===== src/rtl/vigna_coproc_dispatch.sv =====
// vigna_coproc_dispatch
//
// Core-side initiator for the vigna coprocessor port. The block accepts one
// decoded M-extension instruction, launches it on the coprocessor handshake,
// captures the result and hands it to the register file through a separate
// writeback handshake. Each transaction is bounded by a timeout. After an
// abort, the block waits for the stray late response before it accepts new
// work.
//
// Parameters
//   CP_ID    value driven on cp_id for every transaction
//   TIMEOUT  cycles cp_valid may stay high without cp_ready; 0 disables it
//   TMR_W    timeout counter width, 2**TMR_W must exceed TIMEOUT
//
// Ports
//   clk, resetn           clock, synchronous active-low reset
//   req_valid/req_ready   instruction handshake from the core
//                         (req_ready is high exactly when idle)
//   req_func/rd/op1/op2   funct3, destination register, rs1 and rs2 values
//   cp_valid/cp_ready     coprocessor handshake; cp_ready is a one-cycle
//                         completion pulse
//   cp_func/id/op1/op2    latched request fields, stable for the whole
//                         transaction
//   cp_result             coprocessor result, valid while cp_ready=1
//   wb_valid/wb_ready     register-file writeback handshake
//   wb_rd/wb_data         writeback target and data (data is 0 on timeout)
//   busy                  block is not idle
//   err                   one-cycle pulse when a timeout aborts a transaction

module vigna_coproc_dispatch #(
   parameter logic [2:0] CP_ID   = 3'd0,
   parameter int         TIMEOUT = 64,
   parameter int         TMR_W   = 8
) (
   input  logic        clk,
   input  logic        resetn,

   input  logic        req_valid,
   output logic        req_ready,
   input  logic [2:0]  req_func,
   input  logic [4:0]  req_rd,
   input  logic [31:0] req_op1,
   input  logic [31:0] req_op2,

   output logic        cp_valid,
   input  logic        cp_ready,
   output logic [2:0]  cp_func,
   output logic [2:0]  cp_id,
   output logic [31:0] cp_op1,
   output logic [31:0] cp_op2,
   input  logic [31:0] cp_result,

   output logic        wb_valid,
   input  logic        wb_ready,
   output logic [4:0]  wb_rd,
   output logic [31:0] wb_data,

   output logic        busy,
   output logic        err
);

   typedef enum logic [1:0] {
      IDLE  = 2'd0,
      WAIT  = 2'd1,
      WB    = 2'd2,
      DRAIN = 2'd3
   } state_t;

   // Last timer value before the abort fires. When the timeout is disabled,
   // the value is unused, so clamp it to avoid a negative cast.
   localparam bit               TMO_EN   = (TIMEOUT > 0);
   localparam logic [TMR_W-1:0] TMR_LAST = (TIMEOUT > 0) ? TMR_W'(TIMEOUT - 1) : '0;

   state_t           state;
   logic [TMR_W-1:0] timer;
   logic             wb_hs;

   assign req_ready = (state == IDLE);
   assign busy      = (state != IDLE);
   assign cp_id     = CP_ID;
   assign wb_hs     = wb_valid && wb_ready;

   always_ff @(posedge clk) begin
      if (!resetn) begin
         state    <= IDLE;
         timer    <= '0;
         cp_valid <= 1'b0;
         wb_valid <= 1'b0;
         err      <= 1'b0;
         cp_func  <= '0;
         cp_op1   <= '0;
         cp_op2   <= '0;
         wb_rd    <= '0;
         wb_data  <= '0;
      end else begin
         err <= 1'b0;

         // A writeback that was queued by a timeout abort may complete while
         // the block is still draining. The handshake therefore retires
         // wb_valid regardless of the current state.
         if (wb_hs)
            wb_valid <= 1'b0;

         case (state)
            IDLE: begin
               // A cp_ready that arrives here is stale and is ignored.
               if (req_valid) begin
                  cp_func  <= req_func;
                  cp_op1   <= req_op1;
                  cp_op2   <= req_op2;
                  wb_rd    <= req_rd;
                  cp_valid <= 1'b1;
                  timer    <= '0;
                  state    <= WAIT;
               end
            end

            WAIT: begin
               // The operands stay frozen because the coprocessor resamples
               // them at completion. Completion wins over a timeout that
               // fires at the same edge.
               if (cp_ready) begin
                  cp_valid <= 1'b0;
                  if (wb_rd != 5'd0) begin
                     wb_data  <= cp_result;
                     wb_valid <= 1'b1;
                     state    <= WB;
                  end else begin
                     state    <= IDLE;
                  end
               end else if (TMO_EN && (timer == TMR_LAST)) begin
                  cp_valid <= 1'b0;
                  err      <= 1'b1;
                  if (wb_rd != 5'd0) begin
                     wb_data  <= '0;
                     wb_valid <= 1'b1;
                  end
                  state    <= DRAIN;
               end else begin
                  timer <= timer + TMR_W'(1);
               end
            end

            WB: begin
               if (wb_hs)
                  state <= IDLE;
            end

            DRAIN: begin
               // The late response ends the drain. If the aborted writeback
               // is still pending and not handshaking, finish it in WB.
               if (cp_ready)
                  state <= (!wb_valid || wb_ready) ? IDLE : WB;
            end

            default: state <= IDLE;
         endcase
      end
   end

endmodule


===== config.mk =====
export PLATFORM = sky130hd
export DESIGN_NAME = vigna_coproc_dispatch
export DESIGN_NICKNAME = d
export VERILOG_FILES = /design/src/rtl/vigna_coproc_dispatch.sv
export SDC_FILE = /design/constraint.sdc
export NUM_CORES = 1
export LEC_CHECK = 0
export CORE_MARGIN = 5
export CORE_UTILIZATION = 25
export CTS_BUF_LIST = sky130_fd_sc_hd__clkbuf_8 sky130_fd_sc_hd__clkbuf_16
export CTS_CLUSTER_DIAMETER = 150
export DETAILED_ROUTE_END_ITERATION = 10
export GPL_TIMING_DRIVEN = 0
export PLACE_DENSITY_LB_ADDON = 0.15
export SLEW_MARGIN = 10
export SYNTH_ARGS = -nofsm -noshare
export SYNTH_HDL_FRONTEND = slang
export SYNTH_SLANG_ARGS = --single-unit

===== constraint.sdc =====
create_clock -name clk -period 1.7 [get_ports clk]
set_input_delay 0.34 -clock clk [delete_from_list [all_inputs] [get_ports clk]]
set_output_delay 0.34 -clock clk [all_outputs]
set_load 0.1 [all_outputs]

### After elaboration in Yosys (flattened, before gate mapping)

Index checks and enable logic that the tools add are counted.

* RAM bits: 0
* bits in read-only memories: 0
* register bits: 117
* logic and storage cells: 63
* input bits: 109
* memories kept: 0
* latch bits: 0

* multiply operators: 0
* add/sub/neg operators: 1
* mux-type cells: 26
* reductions and logical operators: 14
* shift-type cells: 0
* equality and inequality tests: 10
* order comparisons: 0
* bitwise logic cells: 2
* divide/modulo/power cells: 0

Operators by type and width (count)
* $mux 32: 4
* $mux 8: 3
* $pmux 8 s2: 1
* $mux 2: 7
* $ne 2x2->1 const B: 5
* $mux 1: 9
* $add 8x1->8 const B: 1
* $eq 8x6->1 const B: 1
* $pmux 2 s4: 1
* $reduce_and 4->1: 2
* $reduce_and 3->1: 2
* $reduce_bool 2->1: 3
* $reduce_bool 5->1: 1
* $eq 2x2->1 const B: 2
* $ne 3x3->1 const B: 1
* $reduce_or 3->1: 1
* $eq 2x1->1 const B: 1
* $logic_not 2->1: 1
* $not 1->1: 2
* $pmux 1 s2: 1
* $reduce_and 2->1: 1
* $logic_and 1x1->1: 1
* $logic_not 1->1: 1
* $logic_or 1x1->1: 1

### Logic depth before layout (Yosys ltp)

Gate-level depths: netlist (run 1).

* word-level depth: 6
* mapped depth: 7

### Least setup slack after synthesis (run 1)

No wires, ideal clock.

* path kind: reg2reg
* start point: reg state[0]
* end point: reg cp_func[0]
* slack: -1095 ps
* stages on the path, launching flop included: 8
* data arrival time: 2719 ps
* data required time: 1624 ps
* path through: dfxtp_1 -> or2_1 -> inv_1 -> nand2_1 -> buf_4 -> buf_2 -> nand2_1 -> a21boi_0

* cells in the longest elaborated chain, start to end: 2

Ends and longest elaborated chain
* from (decl): RTL line 74 `state_t state;`
* from (signal assigned): RTL line 153 `state <= (!wb_valid || wb_ready) ? IDLE : WB;`
* $logic_not 2->1
* net req_ready: RTL line 39 `output logic req_ready,`
* $reduce_and 2->1 (no source line)
* to (signal assigned): RTL line 108 `cp_func <= req_func;`
* to (decl): RTL line 47 `output logic [2:0] cp_func,`

The timed path passes the listed nets, and every way through them passes these cells.
A chain may end at the register's enable or synchronous reset.

### Worst setup path after layout (run 1)

* start point: reg wb_data[31]
* end point: out wb_data[31]

RTL lines
* from (decl): RTL line 56 `output logic [31:0] wb_data,`
* from (signal assigned): RTL line 125 `wb_data <= cp_result;`

No word-level cell between the ends.

==> results of run 1 <==
-- kinds of logic (layout without fill, tap and decap cells) --
group / after synthesis / in the layout / synth area share, %
and+or+nand+nor: 247 / 247 / 22.3
other: 1 / 3 / 0.0779
AOI/OAI and AO/OA: 102 / 102 / 15.7
buffers and inverters: 42 / 306 / 6.37
muxes: 32 / 32 / 6.66
adders and majority gates: 1 / 1 / 0.260
DFF: 117 / 117 / 48.7
-- cell type report --
type | instances | area [um2]
flip-flops and latches | 117 | 2370
inverters | 1 | 7.51
plain buffers | 40 | 324
multi-input cells | 385 | 2200
clock inverters | 12 | 126
repair buffers | 233 | 2320
clock buffers | 20 | 478
fillers | 1857 | 10700
well taps | 260 | 325
-- state kept, by name, summed over array words and instances, names as in the netlist --
name / flops
cp_valid: 1
err: 1
timer: 8
wb_rd: 5
cp_op2: 32
state: 2
cp_op1: 32
cp_func: 3
wb_data: 32
wb_valid: 1
-- stage by stage --
stage / instance area, um2 / hold WS [ps] / power, mW / utilization (%)
floorplan: 4880 / 467 / 4.98 / -
detailed placement: 7380 / 444 / 5.79 / 39.2
global route: 8150 / 467 / 9.73 / 43.3
global placement: 7380 / 438 / 5.77 / 39.2
CTS: 8210 / 452 / 9.45 / 43.6
finish: 8150 / 449 / 9.31 / 43.3
-- routing by layer --
layer	vias up	routed length, um
met2	164	7470
met4	0	218
li1	2324	-
met1	2128	6570
met5	-	0
met3	16	1850
-- path summary, 6_finish.rpt --
check / endpoint
max: wb_data[31]
min reg2reg: cp_op1[21]$_SDFFE_PN0P_
max reg2reg: wb_data[7]$_SDFFE_PN0P_
min: cp_op1[21]$_SDFFE_PN0P_
-- repair_timing --
action | CTS | global route
buffers inserted | 7 | 9
gates cloned | 1 | 0
pin swaps | 3 | 6
setup endpoints to repair | 203 | 107
resized for setup | 353 | 78
-- power groups by stage --
| stage | Combinational (mW) | Clock [mW] | Sequential (mW) |
|---|---|---|---|
| floorplan | 0.637 | 0 | 4.34 |
| global placement | 2.68 | 0 | 3.08 |
| detailed placement | 2.70 | 0 | 3.09 |
| CTS | 2.68 | 3.73 | 3.04 |
| global route | 2.80 | 3.87 | 3.06 |
| finish | 2.67 | 3.61 | 3.03 |
-- layout by cell type, fill, tap and decap left out, drive strengths merged, types with 2 or more instances in the layout --
| cell type | instances |
|---|---|
| nand2 | 181 |
| dfxtp | 117 |
| clkdlybuf4s50 | 108 |
| a21boi | 75 |
| clkdlybuf4s15 | 52 |
| buf | 52 |
| clkbuf | 42 |
| nand3 | 38 |
| clkdlybuf4s18 | 36 |
| mux2i | 32 |
| o21ai | 11 |
| clkinv | 6 |
| nor2 | 5 |
| clkinvlp | 3 |
| nand2b | 3 |
| conb | 3 |
| o21bai | 2 |
| dlygate4sd1 | 2 |
| and2 | 2 |
| nand3b | 2 |
| nand4 | 2 |
| or3 | 2 |
| o211ai | 2 |
| a211oi | 2 |
| nor2b | 2 |
| nor3 | 2 |
| bufinv | 2 |
| a21oi | 2 |
| inv | 2 |
==> reports/qor.yml, run 1 <==
status: "completed"
avgSynthCellArea_um2: 8.88
setup_slack_ps: 43.1
p_clk_share_pct: 38.8
path_buf_inv: 1
rr_startpoint: "wb_rd[2]$_SDFFE_PN0P_"
drtPass1Iterations: 5
synth.area.top_cells: "dfxtp_1, nand2_1, a21boi_0"
cts.sinks: 117
pwr-share-seq_pct: 32.6
clk_pin_slew_worst_paths_ps: 60
synthesis.area_um2: 4810
synthCells: 542
gp_congestion: 0.754
cp_top_family: "buffers and inverters"
stdcell_count: 1068
r2r_cells: 6
swShare_pct: 35.5
cp.arrival_ps: 1320
use_met3_pct: 8.20
required_ps: 1360
synth_top_area_cell: "dfxtp_1"
synth_most_common_cell: "nand2_1"
slew_headroom_pct: 59.4
min_path_cells: 2
pin_count: 221
grt_pass1_wl_um: 25000
ys_warn_count: 0
power_density_nw_per_um2: 1140
synthDistinctLibCells: 49
setup_tns_ps: 0
yosys-top-cells-count: "nand2_1, dfxtp_1, a21boi_0"
die_x_um: 149
antenna_found_initial: 0
tightest_slew_ps: 605
min_period_ps: 1660
postRouteAntennaNets: 0
routed_wl_um: 16100
cts_root_buffer: "clkbuf_16"
antenna_cells: 0
synth_edf_count: 0
grt_max_degree: 17
drive_gt1_share_pct: 25.9
crit_slowest_cell: "clkdlybuf4s15_2"
cts-buffers-inserted: 17
path_class: "reg2out"
skew_ps: 5.76
ys_async_sr_fraction_pct: 0
core_um2: 18800
end_kind: "output port"
crit_chain: "clkdlybuf4s15_2"
internal_power_mw: 6.01
cts_buffer_depth: 2
grt_pass1_vias: 4734
power_frac_comb_pct: 28.6
max_freq_mhz: 604
cp.depth: 1
path_max_fanout: 2
die_y_um: 149
hpwl_um: 12100
rows: 50
layout.nets: 905
grtUsageMet2_pct: 22.8
ys_ff_latch: 117
cap_viol_max_count: 0
hold_class: "reg2reg"
htree_levels: 4
total_leakage_power_nw: 3.12
rsz0062_at_grt: "true"
critPathLaunchType: "flip-flop"
ys.flop_type: "dfxtp_1"
slew_violations: 0
timing.critical_path.slowest_cell_delay_ps: 570
grt.busiest_layer: "met2"
place_ws_ps: -645
hold_viol: 0
vias: 4632
drc: 0
setup_viol: 0
use_met1_pct: 16.2
cts_tree: "done"
worst_ir_drop_vdd_mv: 0.753
initial_core_util_pct: 25.6
yosysSeqAreaShare_pct: 48.7
worstSetupStartpoint: "wb_data[31]$_SDFFE_PN0P_"
wl_per_cell_um: 15.1
area_growth_pct: 69.3
clkLatencyLatePin_ps: 410
hp-start: "cp_op1[21]$_SDFFE_PN0P_"
cts_hold_buffers: 0
grt_usage_pct: 14.3
die-area_um2: 22100
first_iter_violations: 122
fin_crit_sh_pct: 97.5
yosysTopAreaCellShare_pct: 48.7
overflow: 0
port_buffers: 217
rrSetupSlack_ps: 40
via_per_inst: 4.34
p_sw_mw: 3.30
dp_cells: 1021
Note: power is estimated with default switching activity, not from simulation.
==> inputs of run 2 (changes only) <==
--- a/config.mk
+++ b/config.mk
@@ -12,6 +12,7 @@
 export DETAILED_ROUTE_END_ITERATION = 10
 export GPL_TIMING_DRIVEN = 0
 export PLACE_DENSITY_LB_ADDON = 0.15
+export REMOVE_ABC_BUFFERS = 1
 export SLEW_MARGIN = 10
 export SYNTH_ARGS = -nofsm -noshare
 export SYNTH_HDL_FRONTEND = slang
==> reports/qor.yml, run 2 (same netlist as run 1, synthesis figures left out) <==
status: "completed"  # unchanged
postRouteAntennaNets: 0  # unchanged
fill_cells: 1829  # was 1857
fin_crit_sh_pct: 98.1  # was 97.5%
pin_count: 221  # unchanged
slew_violations: 0  # unchanged
hpwl_um: 10600  # was 12100 um
setup_viol: 0  # unchanged
cts_buffer_depth: 2  # unchanged
die-area_um2: 22100  # unchanged
cts-buffers-inserted: 17  # unchanged
final_cell_mix: "nand2_1, dfxtp_1, clkdlybuf4s50_1"  # was nand2_1, clkdlybuf4s50_1, dfxtp_1
power_density_nw_per_um2: 1140  # about the same
die_x_um: 149  # unchanged
gp_congestion: 0.778  # was 0.754
die_y_um: 149  # unchanged
drtPass1Iterations: 5  # unchanged
rsz0062_at_grt: "true"  # unchanged
required_ps: 2000  # was 1360 ps
via_per_inst: 4.32  # was 4.34
first_iter_violations: 221  # was 122
min_period_ps: 1670  # was 1660 ps
grt_usage_pct: 13.7  # was 14.3%
crit_slowest_cell: "or4_4"  # was clkdlybuf4s15_2
grt_pass1_vias: 4553  # was 4734
rows: 50  # unchanged
critPathLaunchType: "flip-flop"  # unchanged
max_freq_mhz: 599  # was 604 MHz
cap_viol_max_count: 0  # unchanged
vias: 4450  # was 4632
clk_pin_slew_worst_paths_ps: 50  # was 60 ps
routed_wl_um: 15400  # was 16100 um
initial_core_util_pct: 25.6  # unchanged
overflow: 0  # unchanged
total_leakage_power_nw: 2.90  # was 3.12 nW
fin_util_pct: 42.0  # was 43.3%
slew_headroom_pct: 51.1  # was 59.4%
final_common_cell: "nand2_1"  # unchanged
drc: 0  # unchanged
area_growth_pct: 64.4  # was 69.3%
finalPower_mw: 9.02  # was 9.31 mW
port_buffers: 217  # unchanged
path_class: "reg2reg"  # was reg2out
path_max_fanout: 8  # was 2
antenna_found_initial: 2  # was 0
htree_levels: 4  # unchanged
worst_ir_drop_vdd_mv: 0.658  # was 0.753 mV
reg_top3: "cp_op1 (32), cp_op2 (32), wb_data (32)"  # unchanged
drive_gt1_share_pct: 23.2  # was 25.9%
cts_tree: "done"  # unchanged
cp.arrival_ps: 1960  # was 1320 ps
grt_pass1_wl_um: 24300  # was 25000 um
grt_max_degree: 82  # was 17
crit_chain: "or4_4 -> o21ai_4 -> nor2_4 -> buf_12 -> o21a_1"  # was clkdlybuf4s15_2
cts_root_buffer: "clkbuf_16"  # unchanged
hold_viol: 0  # unchanged
layout.nets: 865  # was 905
skew_ps: 6.37  # was 5.76 ps
clkLatencyLatePin_ps: 410  # about the same
tightest_slew_ps: 734  # was 605 ps
place_area_um2: 7120  # was 7380 um2
end_kind: "flip-flop"  # was output port
core_um2: 18800  # unchanged
timing.critical_path.slowest_cell_delay_ps: 550  # was 570 ps
wl_per_cell_um: 15.0  # was 15.1 um
setup_tns_ps: 0  # unchanged
hold_class: "in2reg"  # was reg2reg
cts.sinks: 117  # unchanged
final_area_um2: 7910  # was 8150 um2
[run 2: layout make-up]
class	instances	area (um2)	area share, %
Antenna cell	1	2.50	0.0316
Clock buffer	17	425	5.38
Clock inverter	15	140	1.77
Inverter	1	3.75	0.0475
Multi-Input combinational cell	386	2220	28.1
Sequential cell	117	2350	29.8
Tap cell	260	325	4.11
Timing Repair Buffer	232	2430	30.8
[run 2: final timing paths]
kind / start / depth (start not counted) / slack (ps) / end
setup / recovery: wb_rd[0]$_SDFFE_PN0P_ / 5 / 30 / wb_valid$_SDFF_PN0_
hold / removal: resetn / 3 / 380 / wb_data[26]$_SDFFE_PN0P_
setup reg to reg: wb_rd[0]$_SDFFE_PN0P_ / 5 / 30 / wb_valid$_SDFF_PN0_
hold reg to reg: cp_op2[14]$_SDFFE_PN0P_ / 2 / 450 / cp_op2[14]$_SDFFE_PN0P_
[run 2: metrics by stage]
stage / instances / hold slack, ps / setup slack [ps]
after floorplan: 503 / 456 / -2130
after global placement: 980 / 441 / -3990
after detailed placement: 984 / 446 / -860
after CTS: 1021 / 453 / 4.38
after global routing: 1029 / 406 / -41.9
final: 1029 / 379 / 31.5
[run 2: timing repair]
item / in CTS / in global routing
endpoints found under the setup margin: 180 / 80
endpoints found under the hold margin: 0 / 0
gates resized for setup: 358 / 45
gates cloned: 1 / 1
buffers inserted: 4 / 7
pin swaps: 3 / 5
hold buffers: 0 / 0
[run 2: metal layers]
metal | wire, um | up-vias | global-route usage [%]
met1 | 6470 | 2070 | 15.9
met4 | 172 | 2 | 4.81
li1 | - | 2240 | -
met2 | 7490 | 126 | 22.5
met3 | 1250 | 12 | 6.26
met5 | 7 | - | 0
[run 2: worst max-delay path: cells and delay by family (launching register included)]
| family | cells | cell delay, ps |
|---|---|---|
| and+or+nand+nor | 2 | 650 |
| AOI/OAI and AO/OA | 2 | 430 |
| DFF | 1 | 320 |
| buffers and inverters | 1 | 150 |
[run 2: where the power goes]
group / internal (mW) / total (mW) / switching, mW
Clock: 2.13 / 3.41 / 1.28
Sequential: 2.93 / 3.03 / 0.104
Combinational: 0.702 / 2.58 / 1.87
==> inputs of run 3 (changes only) <==
==> constraint.sdc (replaced) <==
create_clock -name clk -period 1.7 [get_ports clk]
set_input_delay 0.34 -clock clk [delete_from_list [all_inputs] [get_ports clk]]
set_output_delay 0.34 -clock clk [all_outputs]
set_load 0.005 [all_outputs]
==> reports/qor.yml, run 3 (same netlist as run 1, synthesis figures left out) <==
crit_chain: "or4_4 -> o21ai_4 -> nor2_4 -> clkbuf_16 -> mux2i_1"  # was or4_4 -> o21ai_4 -> nor2_4 -> buf_12 -> o21a_1
grt_pass1_vias: 4505  # was 4553
antenna_found_initial: 1  # was 2
fill_cells: 1816  # was 1829
gp_congestion: 0.778  # unchanged
r2r_end: "wb_data[21]$_SDFFE_PN0P_"  # was wb_valid$_SDFF_PN0_
slew_headroom_pct: 49.8  # was 51.1%
die_y_um: 149  # unchanged
drc: 0  # unchanged
rr_startpoint: "wb_rd[0]$_SDFFE_PN0P_"  # unchanged
grt_pass1_wl_um: 24100  # was 24300 um
drive_gt1_share_pct: 9.24  # was 23.2%
cts_buffer_depth: 2  # unchanged
rrSetupSlack_ps: 10  # was 30 ps
hold_class: "in2reg"  # unchanged
fin_crit_sh_pct: 99.4  # was 98.1%
cts.sinks: 117  # unchanged
clk_pin_slew_worst_paths_ps: 50  # about the same
grt_max_degree: 82  # unchanged
postRouteAntennaNets: 0  # unchanged
setup_slack_ps: 10.9  # was 31.5 ps
worst_ir_drop_vdd_mv: 0.655  # was 0.658 mV
slew_violations: 0  # unchanged
reg_top3: "cp_op1 (32), cp_op2 (32), wb_data (32)"  # unchanged
antenna_cells: 0  # was 1
end_kind: "flip-flop"  # unchanged
cts-buffers-inserted: 17  # unchanged
final_cell_mix: "clkdlybuf4s50_1, nand2_1, dfxtp_1"  # was nand2_1, dfxtp_1, clkdlybuf4s50_1
first_iter_violations: 233  # was 221
wl_per_cell_um: 15.0  # about the same
initial_core_util_pct: 25.6  # unchanged
vias: 4434  # was 4450
setup_viol: 0  # unchanged
hp-start: "resetn"  # unchanged
via_per_inst: 4.31  # was 4.32
hpwl_um: 10600  # unchanged
path_class: "reg2reg"  # unchanged
final_common_cell: "clkdlybuf4s50_1"  # was nand2_1
cts_root_buffer: "clkbuf_16"  # unchanged
min_period_ps: 1690  # was 1670 ps
drtPass1Iterations: 5  # unchanged
overflow: 0  # unchanged
hold_path_end: "wb_data[26]$_SDFFE_PN0P_"  # unchanged
power_density_nw_per_um2: 985  # was 1140 nW/um2
required_ps: 1990  # was 2000 ps
cts_tree: "done"  # unchanged
core_um2: 18800  # unchanged
rows: 50  # unchanged
cap_viol_max_count: 0  # unchanged
hold_viol: 0  # unchanged
layout.nets: 865  # unchanged
setup_tns_ps: 0  # unchanged
timing.critical_path.slowest_cell_delay_ps: 550  # about the same
pin_count: 221  # unchanged
multi_input_area_um2: 2220  # unchanged
cp.arrival_ps: 1980  # was 1960 ps
r2r_cells: 5  # unchanged
htree_levels: 4  # unchanged
place_area_um2: 7120  # unchanged
min_path_cells: 3  # unchanged
crit_slowest_cell: "or4_4"  # unchanged
critPathLaunchType: "flip-flop"  # unchanged
die_x_um: 149  # unchanged
status: "completed"  # unchanged
clkLatencyLatePin_ps: 400  # was 410 ps
die-area_um2: 22100  # unchanged
path_max_fanout: 8  # unchanged
tightest_slew_ps: 753  # was 734 ps
layout.area.seq_um2: 2360  # was 2350 um2
area_growth_pct: 63.8  # was 64.4%
place_ws_ps: -860  # unchanged
max_freq_mhz: 592  # was 599 MHz
port_buffers: 217  # unchanged
cts_hold_buffers: 0  # unchanged
final_area_um2: 7880  # was 7910 um2
total_leakage_power_nw: 2.86  # was 2.90 nW
skew_ps: 6.40  # was 6.37 ps
finalPower_mw: 7.76  # was 9.02 mW
grt_usage_pct: 13.6  # was 13.7%
worstSetupStartpoint: "wb_rd[0]$_SDFFE_PN0P_"  # unchanged
routed_wl_um: 15400  # about the same
rsz0062_at_grt: "true"  # unchanged
[run 3: cell count changes in the layout (fill, tap and decap cells not counted)]
cell	delta
buf_2	-12
buf_4	-1
clkbuf_2	+1
dlygate4sd2_1	+3
clkbuf_4	-1
clkdlybuf4s18_2	-22
dlymetal6s2s_1	+2
dfxtp_1	-1
dfxtp_4	+1
diode_2	-1
clkdlybuf4s50_1	+103
buf_6	-1
clkdlybuf4s15_2	-72
[run 3: metrics by stage]
stage          utilization [%]  hold slack [ps]  std cells
2_1_floorplan                -              451        503
3_3_place_gp              37.2              441        980
3_5_place_dp              37.8              446        984
4_1_cts                   41.3              453       1021
5_1_grt                   41.9              402       1028
6_report                  41.9              377       1028
[run 3: worst max-delay path: cells and delay by family (launching register included)]
family,cells,cell delay [ps]
DFF,1,330
and+or+nand+nor,2,650
AOI/OAI and AO/OA,1,270
buffers and inverters,1,190
muxes,1,130
[run 3: layer usage]
| metal | wire (um) | vias to the layer above | global-route usage (%) |
|---|---|---|---|
| li1 | - | 2236 | - |
| met1 | 6570 | 2051 | 15.9 |
| met2 | 7390 | 129 | 22.2 |
| met3 | 1240 | 16 | 6.29 |
| met4 | 196 | 2 | 4.44 |
| met5 | 7 | - | 0 |
[run 3: worst max-delay path by stage]
stage | endpoint | slack (ps) | cells past startpoint
2_1_floorplan | timer[2]$_SDFFE_PN0P_ | -680 | 5
3_3_place_gp | timer[4]$_SDFFE_PN0P_ | -3990 | 4
3_5_place_dp | wb_data[21]$_SDFFE_PN0P_ | -860 | 5
4_1_cts | wb_valid | 3 | 1
5_1_grt | wb_data[21]$_SDFFE_PN0P_ | -40 | 5
6_report | wb_data[21]$_SDFFE_PN0P_ | 10 | 5
[run 3: layout make-up]
cell class                      count  share of cell area (%)
Timing Repair Buffer              232                    30.5
Sequential cell                   117                    29.9
Multi-Input combinational cell    386                    28.2
Clock buffer                       17                    5.40
Tap cell                          260                    4.13
Clock inverter                     15                    1.78
Inverter                            1                  0.0476
[run 3: report_power, final]
group | internal, mW | switching (mW)
clock network | 2.13 | 1.29
logic | 0.763 | 0.551
registers | 2.93 | 0.104
[run 3: repair_timing]
item	in CTS	in global routing
cloned	1	1
resized for setup	15	12
setup buffers	4	6
setup endpoints to repair	76	54
pin swaps	3	3
